===== src/rtl/dmem_arbiter.sv =====
// ----------------------------------------------------------------------------
// dmem_arbiter
//
// Shares one single-port data memory between the processor core and a DMA
// engine. The core has fixed priority; a DMA request that keeps losing is
// forced through after MAX_WAIT consecutive denied cycles, so the DMA
// engine cannot starve.
//
// Each cycle at most one request is granted (combinational c_gnt/d_gnt).
// A granted access is registered onto the memory port at the end of the
// grant cycle. Read data is captured one cycle later into rsp_data, and the
// owner's rvalid is high in the cycle after that. Two small pipeline stages
// (issue, response) remember which requester owns each in-flight read, so
// back-to-back grants run at full throughput and responses come back in
// grant order.
//
// Parameters
//   MAX_WAIT     max consecutive cycles a pending DMA request is denied (1..15)
//
// Ports
//   clk          clock, rising edge
//   rst_n        asynchronous active-low reset
//   c_req/c_we/c_addr/c_wdata   core request, write flag, address, write data
//   c_gnt        core request accepted this cycle (combinational)
//   c_rvalid     core read data valid on rsp_data
//   d_req/d_we/d_addr/d_wdata   DMA request, write flag, address, write data
//   d_gnt        DMA request accepted this cycle (combinational)
//   d_rvalid     DMA read data valid on rsp_data
//   rsp_data     registered read response shared by both requesters
//   mem_wr_en    registered write enable to data memory
//   mem_addr     registered address to data memory
//   mem_wr_data  registered write data to data memory
//   mem_rd_data  combinational read data from data memory
// ----------------------------------------------------------------------------
module dmem_arbiter #(
    parameter int MAX_WAIT = 4
) (
    input  logic        clk,
    input  logic        rst_n,
    input  logic        c_req,
    input  logic        c_we,
    input  logic [31:0] c_addr,
    input  logic [31:0] c_wdata,
    output logic        c_gnt,
    output logic        c_rvalid,
    input  logic        d_req,
    input  logic        d_we,
    input  logic [31:0] d_addr,
    input  logic [31:0] d_wdata,
    output logic        d_gnt,
    output logic        d_rvalid,
    output logic [31:0] rsp_data,
    output logic        mem_wr_en,
    output logic [31:0] mem_addr,
    output logic [31:0] mem_wr_data,
    input  logic [31:0] mem_rd_data
);

    localparam logic [3:0] WAIT_LIMIT = 4'(MAX_WAIT);

    // Owner of the read held in a pipeline stage. Writes never occupy a
    // stage because they produce no response.
    typedef enum logic [1:0] {
        ST_IDLE   = 2'd0,
        ST_BUSY_C = 2'd1,
        ST_BUSY_D = 2'd2
    } stage_state_t;

    logic [3:0]   wait_cnt;
    logic         win_we;
    logic [31:0]  win_addr;
    logic [31:0]  win_wdata;
    stage_state_t iss_state;
    stage_state_t iss_next;
    stage_state_t rsp_state;
    stage_state_t rsp_next;

    // DMA wins when the core is quiet or when it has waited long enough.
    // Both grants are forced low while reset is asserted so nothing can be
    // accepted during reset even though the registers ignore it anyway.
    always_comb begin
        d_gnt = 1'b0;
        c_gnt = 1'b0;
        if (rst_n) begin
            d_gnt = d_req && (!c_req || (wait_cnt == WAIT_LIMIT));
            c_gnt = c_req && !d_gnt;
        end
    end

    // Select the fields of whichever requester won this cycle.
    always_comb begin
        win_we    = c_we;
        win_addr  = c_addr;
        win_wdata = c_wdata;
        if (d_gnt) begin
            win_we    = d_we;
            win_addr  = d_addr;
            win_wdata = d_wdata;
        end
    end

    // Starvation counter: counts consecutive denied DMA cycles and clears as
    // soon as the request is granted or withdrawn. Saturation at the limit
    // keeps it pinned there until the forced grant happens.
    always_ff @(posedge clk or negedge rst_n) begin
        if (!rst_n) begin
            wait_cnt <= 4'd0;
        end else if (!d_req || d_gnt) begin
            wait_cnt <= 4'd0;
        end else if (wait_cnt != WAIT_LIMIT) begin
            wait_cnt <= wait_cnt + 4'd1;
        end
    end

    // Issue stage: drive the memory port. Address and data hold between
    // grants; only the write enable falls back to zero, so an idle cycle
    // never repeats a write.
    always_ff @(posedge clk or negedge rst_n) begin
        if (!rst_n) begin
            mem_wr_en   <= 1'b0;
            mem_addr    <= 32'd0;
            mem_wr_data <= 32'd0;
        end else if (c_gnt || d_gnt) begin
            mem_wr_en   <= win_we;
            mem_addr    <= win_addr;
            mem_wr_data <= win_wdata;
        end else begin
            mem_wr_en   <= 1'b0;
        end
    end

    // Owner-tracking state registers for both pipeline stages.
    always_ff @(posedge clk or negedge rst_n) begin
        if (!rst_n) begin
            iss_state <= ST_IDLE;
            rsp_state <= ST_IDLE;
        end else begin
            iss_state <= iss_next;
            rsp_state <= rsp_next;
        end
    end

    // A granted read enters the issue stage tagged with its owner; the
    // response stage simply inherits the issue stage one cycle later.
    always_comb begin
        iss_next = ST_IDLE;
        if (d_gnt && !d_we) begin
            iss_next = ST_BUSY_D;
        end else if (c_gnt && !c_we) begin
            iss_next = ST_BUSY_C;
        end
        rsp_next = iss_state;
    end

    // Memory read data is valid while a read sits in the issue stage. Since
    // memory writes land at the end of the cycle the write sits there, a
    // read granted right after a write to the same address sees new data.
    always_ff @(posedge clk or negedge rst_n) begin
        if (!rst_n) begin
            rsp_data <= 32'd0;
        end else if (iss_state != ST_IDLE) begin
            rsp_data <= mem_rd_data;
        end
    end

    always_comb begin
        c_rvalid = (rsp_state == ST_BUSY_C);
        d_rvalid = (rsp_state == ST_BUSY_D);
    end

endmodule


===== config.mk =====
export PLATFORM = sky130hd
export DESIGN_NAME = dmem_arbiter
export DESIGN_NICKNAME = d
export VERILOG_FILES = /design/src/rtl/dmem_arbiter.sv
export SDC_FILE = /design/constraint.sdc
export NUM_CORES = 1
export LEC_CHECK = 0
export CORE_ASPECT_RATIO = 1.1
export CORE_MARGIN = 8
export CORE_UTILIZATION = 35
export CTS_CLUSTER_SIZE = 8
export DETAILED_ROUTE_END_ITERATION = 10
export HOLD_SLACK_MARGIN = 0.15
export PLACE_DENSITY_LB_ADDON = 0.3
export SETUP_SLACK_MARGIN = 0.05
export SLEW_MARGIN = 10
export SYNTH_ARGS = -nofsm -noshare
export SYNTH_HDL_FRONTEND = slang
export SYNTH_SLANG_ARGS = --single-unit

===== constraint.sdc =====
create_clock -name clk -period 1.75 [get_ports clk]
set_clock_uncertainty 0.05 [all_clocks]
set_input_delay 0.35 -clock clk [delete_from_list [all_inputs] [get_ports clk]]
set_output_delay 0.35 -clock clk [all_outputs]
set_load 0.05 [all_outputs]

== Yosys cells after proc, flatten, opt, wreduce, memory -nomap -nowiden ==
Cells that the tools add are included.
Word-level totals
  input bits: 166
  flip-flop bits (word level): 105
Cells by class
  mux-type cells: 10
  add/sub/neg operators: 1
  reductions and logical operators: 14
  eq/ne operators: 4
Operator list (count)
  $mux 32: 2
  $mux 4: 2
  $logic_not 1->1: 5
  $mux 1: 5
  $add 4x1->4 const B: 1
  $eq 4x3->1 const B: 1
  $logic_and 1x1->1: 4
  $ne 4x3->1 const B: 1
  $reduce_bool 2->1: 2
  $logic_or 1x1->1: 3
  $eq 2x1->1 const B: 1
  $eq 2x2->1 const B: 1
  $mux 2: 1

== Longest topological paths before layout ==
  depth in word-level cells: 9
  depth in mapped cells: 8
  depth with buffers taken out: 5

== Least setup slack after synthesis ==
Ideal clock, no wire load.
  path type: register -> output
  from: reg wait_cnt[0]
  to: out c_gnt
  stages on the path, launching flop included: 7
  data arrival time: 1.410 ns
  path buffers: 2
  setup slack: -0.060 ns
  path through: dfrtp_1 > inv_1 > ha_1 > nand3b_1 > buf_4 > buf_2 > o211a_1
On the way
  word-level cells in the longest chain between the ends: 6
Ends and longest elaborated chain
  start: declaration: RTL line 69  | logic [3:0] wait_cnt;
  start signal: assignment: RTL line 111  | wait_cnt <= wait_cnt + 4'd1;
  $eq 4x3->1: RTL line 85  | d_gnt = d_req && (!c_req || (wait_cnt == WAIT_LIMIT));
  $logic_or 1x1->1: RTL line 85
  $logic_and 1x1->1: RTL line 85
  $logic_not 1->1: RTL line 86  | c_gnt = c_req && !d_gnt;
  $logic_and 1x1->1: RTL line 86
  $mux 1: RTL line 84  | if (rst_n) begin
  end: declaration: RTL line 44  | output logic c_gnt,
Every way passes these cells.

== Worst setup path after layout ==
  from: reg wait_cnt[1]
  to: out d_gnt
On the way
  word-level cells in the longest chain between the ends: 4
Ends and longest elaborated chain
  $eq 4x3->1: RTL line 85
  $logic_or 1x1->1: RTL line 85
  $logic_and 1x1->1: RTL line 85
  $mux 1: RTL line 84
  end: declaration: RTL line 50  | output logic d_gnt,
Every way passes these cells.

==> results.cfg <==
[worst_setup_path]
crit_chain = inv_2 > ha_4 > nand3b_1 > buf_6 > a21oi_4 > buf_12 > buf_12
max_stage_delay_ns = 0.41
worstSetupPathType = flip-flop to output port
crit_path_frequent_cell = buf_12
end_kind = output port
crit_fanout = 3
start_kind = flip-flop
critPathArrivalTime_ns = 1.72
cp_slowest_cell = dfrtp_1
required_ns = 1.35

[logic_synthesis]
synth_edf_count = 0
synth_top_cell_area_share_pct = 54.9
synth_fa_ha_area_share_pct = 0.523
yosys.area_share.xor_xnor_pct = 0.183
avgSynthCellArea_um2 = 13.9
synth_compound_area_share_pct = 30.0
synthMuxAreaShare_pct = 7.74
ys_warn_count = 0
synth_top_cell_by_area = dfrtp_1
synth_most_common_cell = dfrtp_1
synth_fp_nets = 511
seq_area_frac_synth_pct = 54.9
ys_top_cells_by_area = dfrtp_1, o2111a_1, a221o_1
synth_top_family_by_area = compound AO/OA/AOI/OAI gates
synth.distinct_cells = 27
yosys-top-cells-count = dfrtp_1, a221o_1, o2111a_1
netlist_area_um2 = 4780
synth_cells = 343
synthSimpleGateAreaFrac_pct = 1.70
synth-async-reset-ratio_pct = 100
ys_ff_latch = 105
synthFlopType = dfrtp_1

[pwr]
p_per_area_nw_per_um2 = 1020
sw_frac_of_total_pct = 37.0
switchingPower_uw = 3240
power_uw = 8750
vdd_drop_max_uv = 520
combPwrFrac_pct = 40.2
seqPwrFrac_pct = 34.9
internal_power_uw = 5510
power_frac_clock_pct = 24.9
leakagePower_uw = 0.00366

[cells_and_area]
instances_no_fill = 826
area_growth_pct = 79.1
drive_above_1_share_pct = 34.5
fin_util_pct = 63.1
num_antenna_cells = 0
nets = 802

[floorplan]
rows = 45
die_y_um = 139
io_pins = 267
start_util_pct = 35.2
fp.dieW_um = 127
core_um2 = 13600
die_area_um2 = 17700

[sta]
rsz0062_at_grt = yes
worstMarginPinSlew_ns = 1.02
fin_hold_ws_ns = 0.178
finalSetupViolCount = 71
layout_setup_ws_ns = -0.373
maxSlewHeadroom_pct = 31.8
hold_viol = 0
period_share_pct = 121
fmax_ghz = 0.471
period_needed_ns = 2.12
drv_slew = 0

[run]
drv_cap = 0

[clock_network]
numCtsBuffers = 9
clock_latency_ns = 0.34
tritoncts = done
cts_root_buffer = clkbuf_16
htree_num_levels = 3
clkSinkCount = 105
path_clk_slew_ns = 0.07
clock_path_buffers = 2

[worst_hold_path]
hold_path_class = primary input to async pin

[routing]
route.detailed.drc = 0
avgViaCountPerCell = 5.52
detail-route-antenna-nets = 0
drt_first_pass_iters = 4
drt_iter0_markers = 258
wl_per_cell_um = 23.2
vias = 4561
drt_wl_total_um = 19200

[grt]
grt_usage_pct = 21.2
overflow = 0
grt_start_max_net_pins = 41
grt_pass1_wl_um = 29100
antenna_found_initial = 0
grt_pass1_vias = 5010

[status]
violations = negative setup slack
status = finished with violations

[place]
dpl.hpwl_um = 13400
gp_congestion = 0.863
numPlacedInstances = 784
io_buffers = 266
## metrics by stage
stage               setup slack [ns]  TNS (ns)  area (um2)
finish                        -0.373    -16.73        8560
global route                  -0.444    -21.16        8560
CTS                           -0.389    -19.83        8610
detailed placement            -0.271    -14.24        7680
global placement              -0.235    -11.91        7680
floorplan                     0.0563         0        4800
## path summary, 6_finish.rpt
kind / start / to / slack (ns) / cells past startpoint
min in group clk: iss_state[1] / rsp_state[1] / 0.34 / 0
hold reg to reg: iss_state[1] / rsp_state[1] / 0.34 / 0
setup reg to reg: wait_cnt[1] / mem_addr[26] / -0.31 / 8
max in group asynchronous: rst_n / rsp_data[27] / 0.48 / 3
setup / recovery: wait_cnt[1] / d_gnt / -0.37 / 7
hold / removal: rst_n / rsp_data[18] / 0.18 / 3
## cells in the final DEF (no fill, tap or decap), types with 3 or more instances in the layout
cell	synthesis	final
buf_6	3	5
mux2_2	32	32
buf_16	0	11
nor2b_1	4	4
o2111a_1	64	64
dfrtp_1	105	105
buf_4	1	119
buf_12	0	21
clkbuf_16	0	9
a221o_1	64	64
clkdlybuf4s50_1	0	163
buf_8	0	4
nand3_1	3	3
inv_2	1	3
## state kept, by name (all words and copies together) (netlist names)
register	flops
rsp_state	2
iss_state	2
mem_wr_data	32
mem_wr_en	1
mem_addr	32
wait_cnt	4
rsp_data	32
## power groups by stage
stage | Combinational [uW] | Clock (uW) | Sequential, uW
finish | 3520 | 2180 | 3050
global route | 3670 | 2300 | 3090
CTS | 3560 | 2220 | 3050
detailed placement | 3350 | 0 | 3080
global placement | 3300 | 0 | 3070
floorplan | 621 | 0 | 4400
## critical path: cells and delay by family (launching register included)
family	cells	cell delay [ns]
fa+ha+maj	1	0.12
flops	1	0.41
compound gates	1	0.14
simple gates	1	0.17
buf+inv	4	0.53
## layer usage
layer / up-vias / part of all wire (%) / GRT usage (%)
li1: 2026 / - / -
met5: - / 0 / 0
met2: 275 / 47 / 34.1
met1: 2238 / 42 / 26.2
met4: 0 / 1.9 / 7.27
met3: 22 / 9.0 / 6.73
## area by class of cell
class | instances | area (um2)
sequential | 105 | 2630
timing repair buffer | 327 | 3400
clock inverter | 5 | 80.1
inverter | 3 | 11.3
fill | 1025 | 5000
tap | 188 | 235
multi-input combinational | 188 | 1970
clock buffer | 10 | 239
## kinds of logic after synthesis
group | count (synthesis)
buf+inv | 50
compound gates | 137
simple gates | 15
xor+xnor | 1
flops | 105
mux | 33
fa+ha+maj | 2
## repair_timing
item | 4_1_cts | 5_1_grt
hold buffers | 3 | 0
buffers inserted | 21 | 4
pin swaps | 62 | 2
cloned | 11 | 0
hold endpoints to repair | 75 | 0
setup endpoints to repair | 67 | 93
gates resized for setup | 44 | 2
No activity file was read; power rests on OpenSTA's default activity.
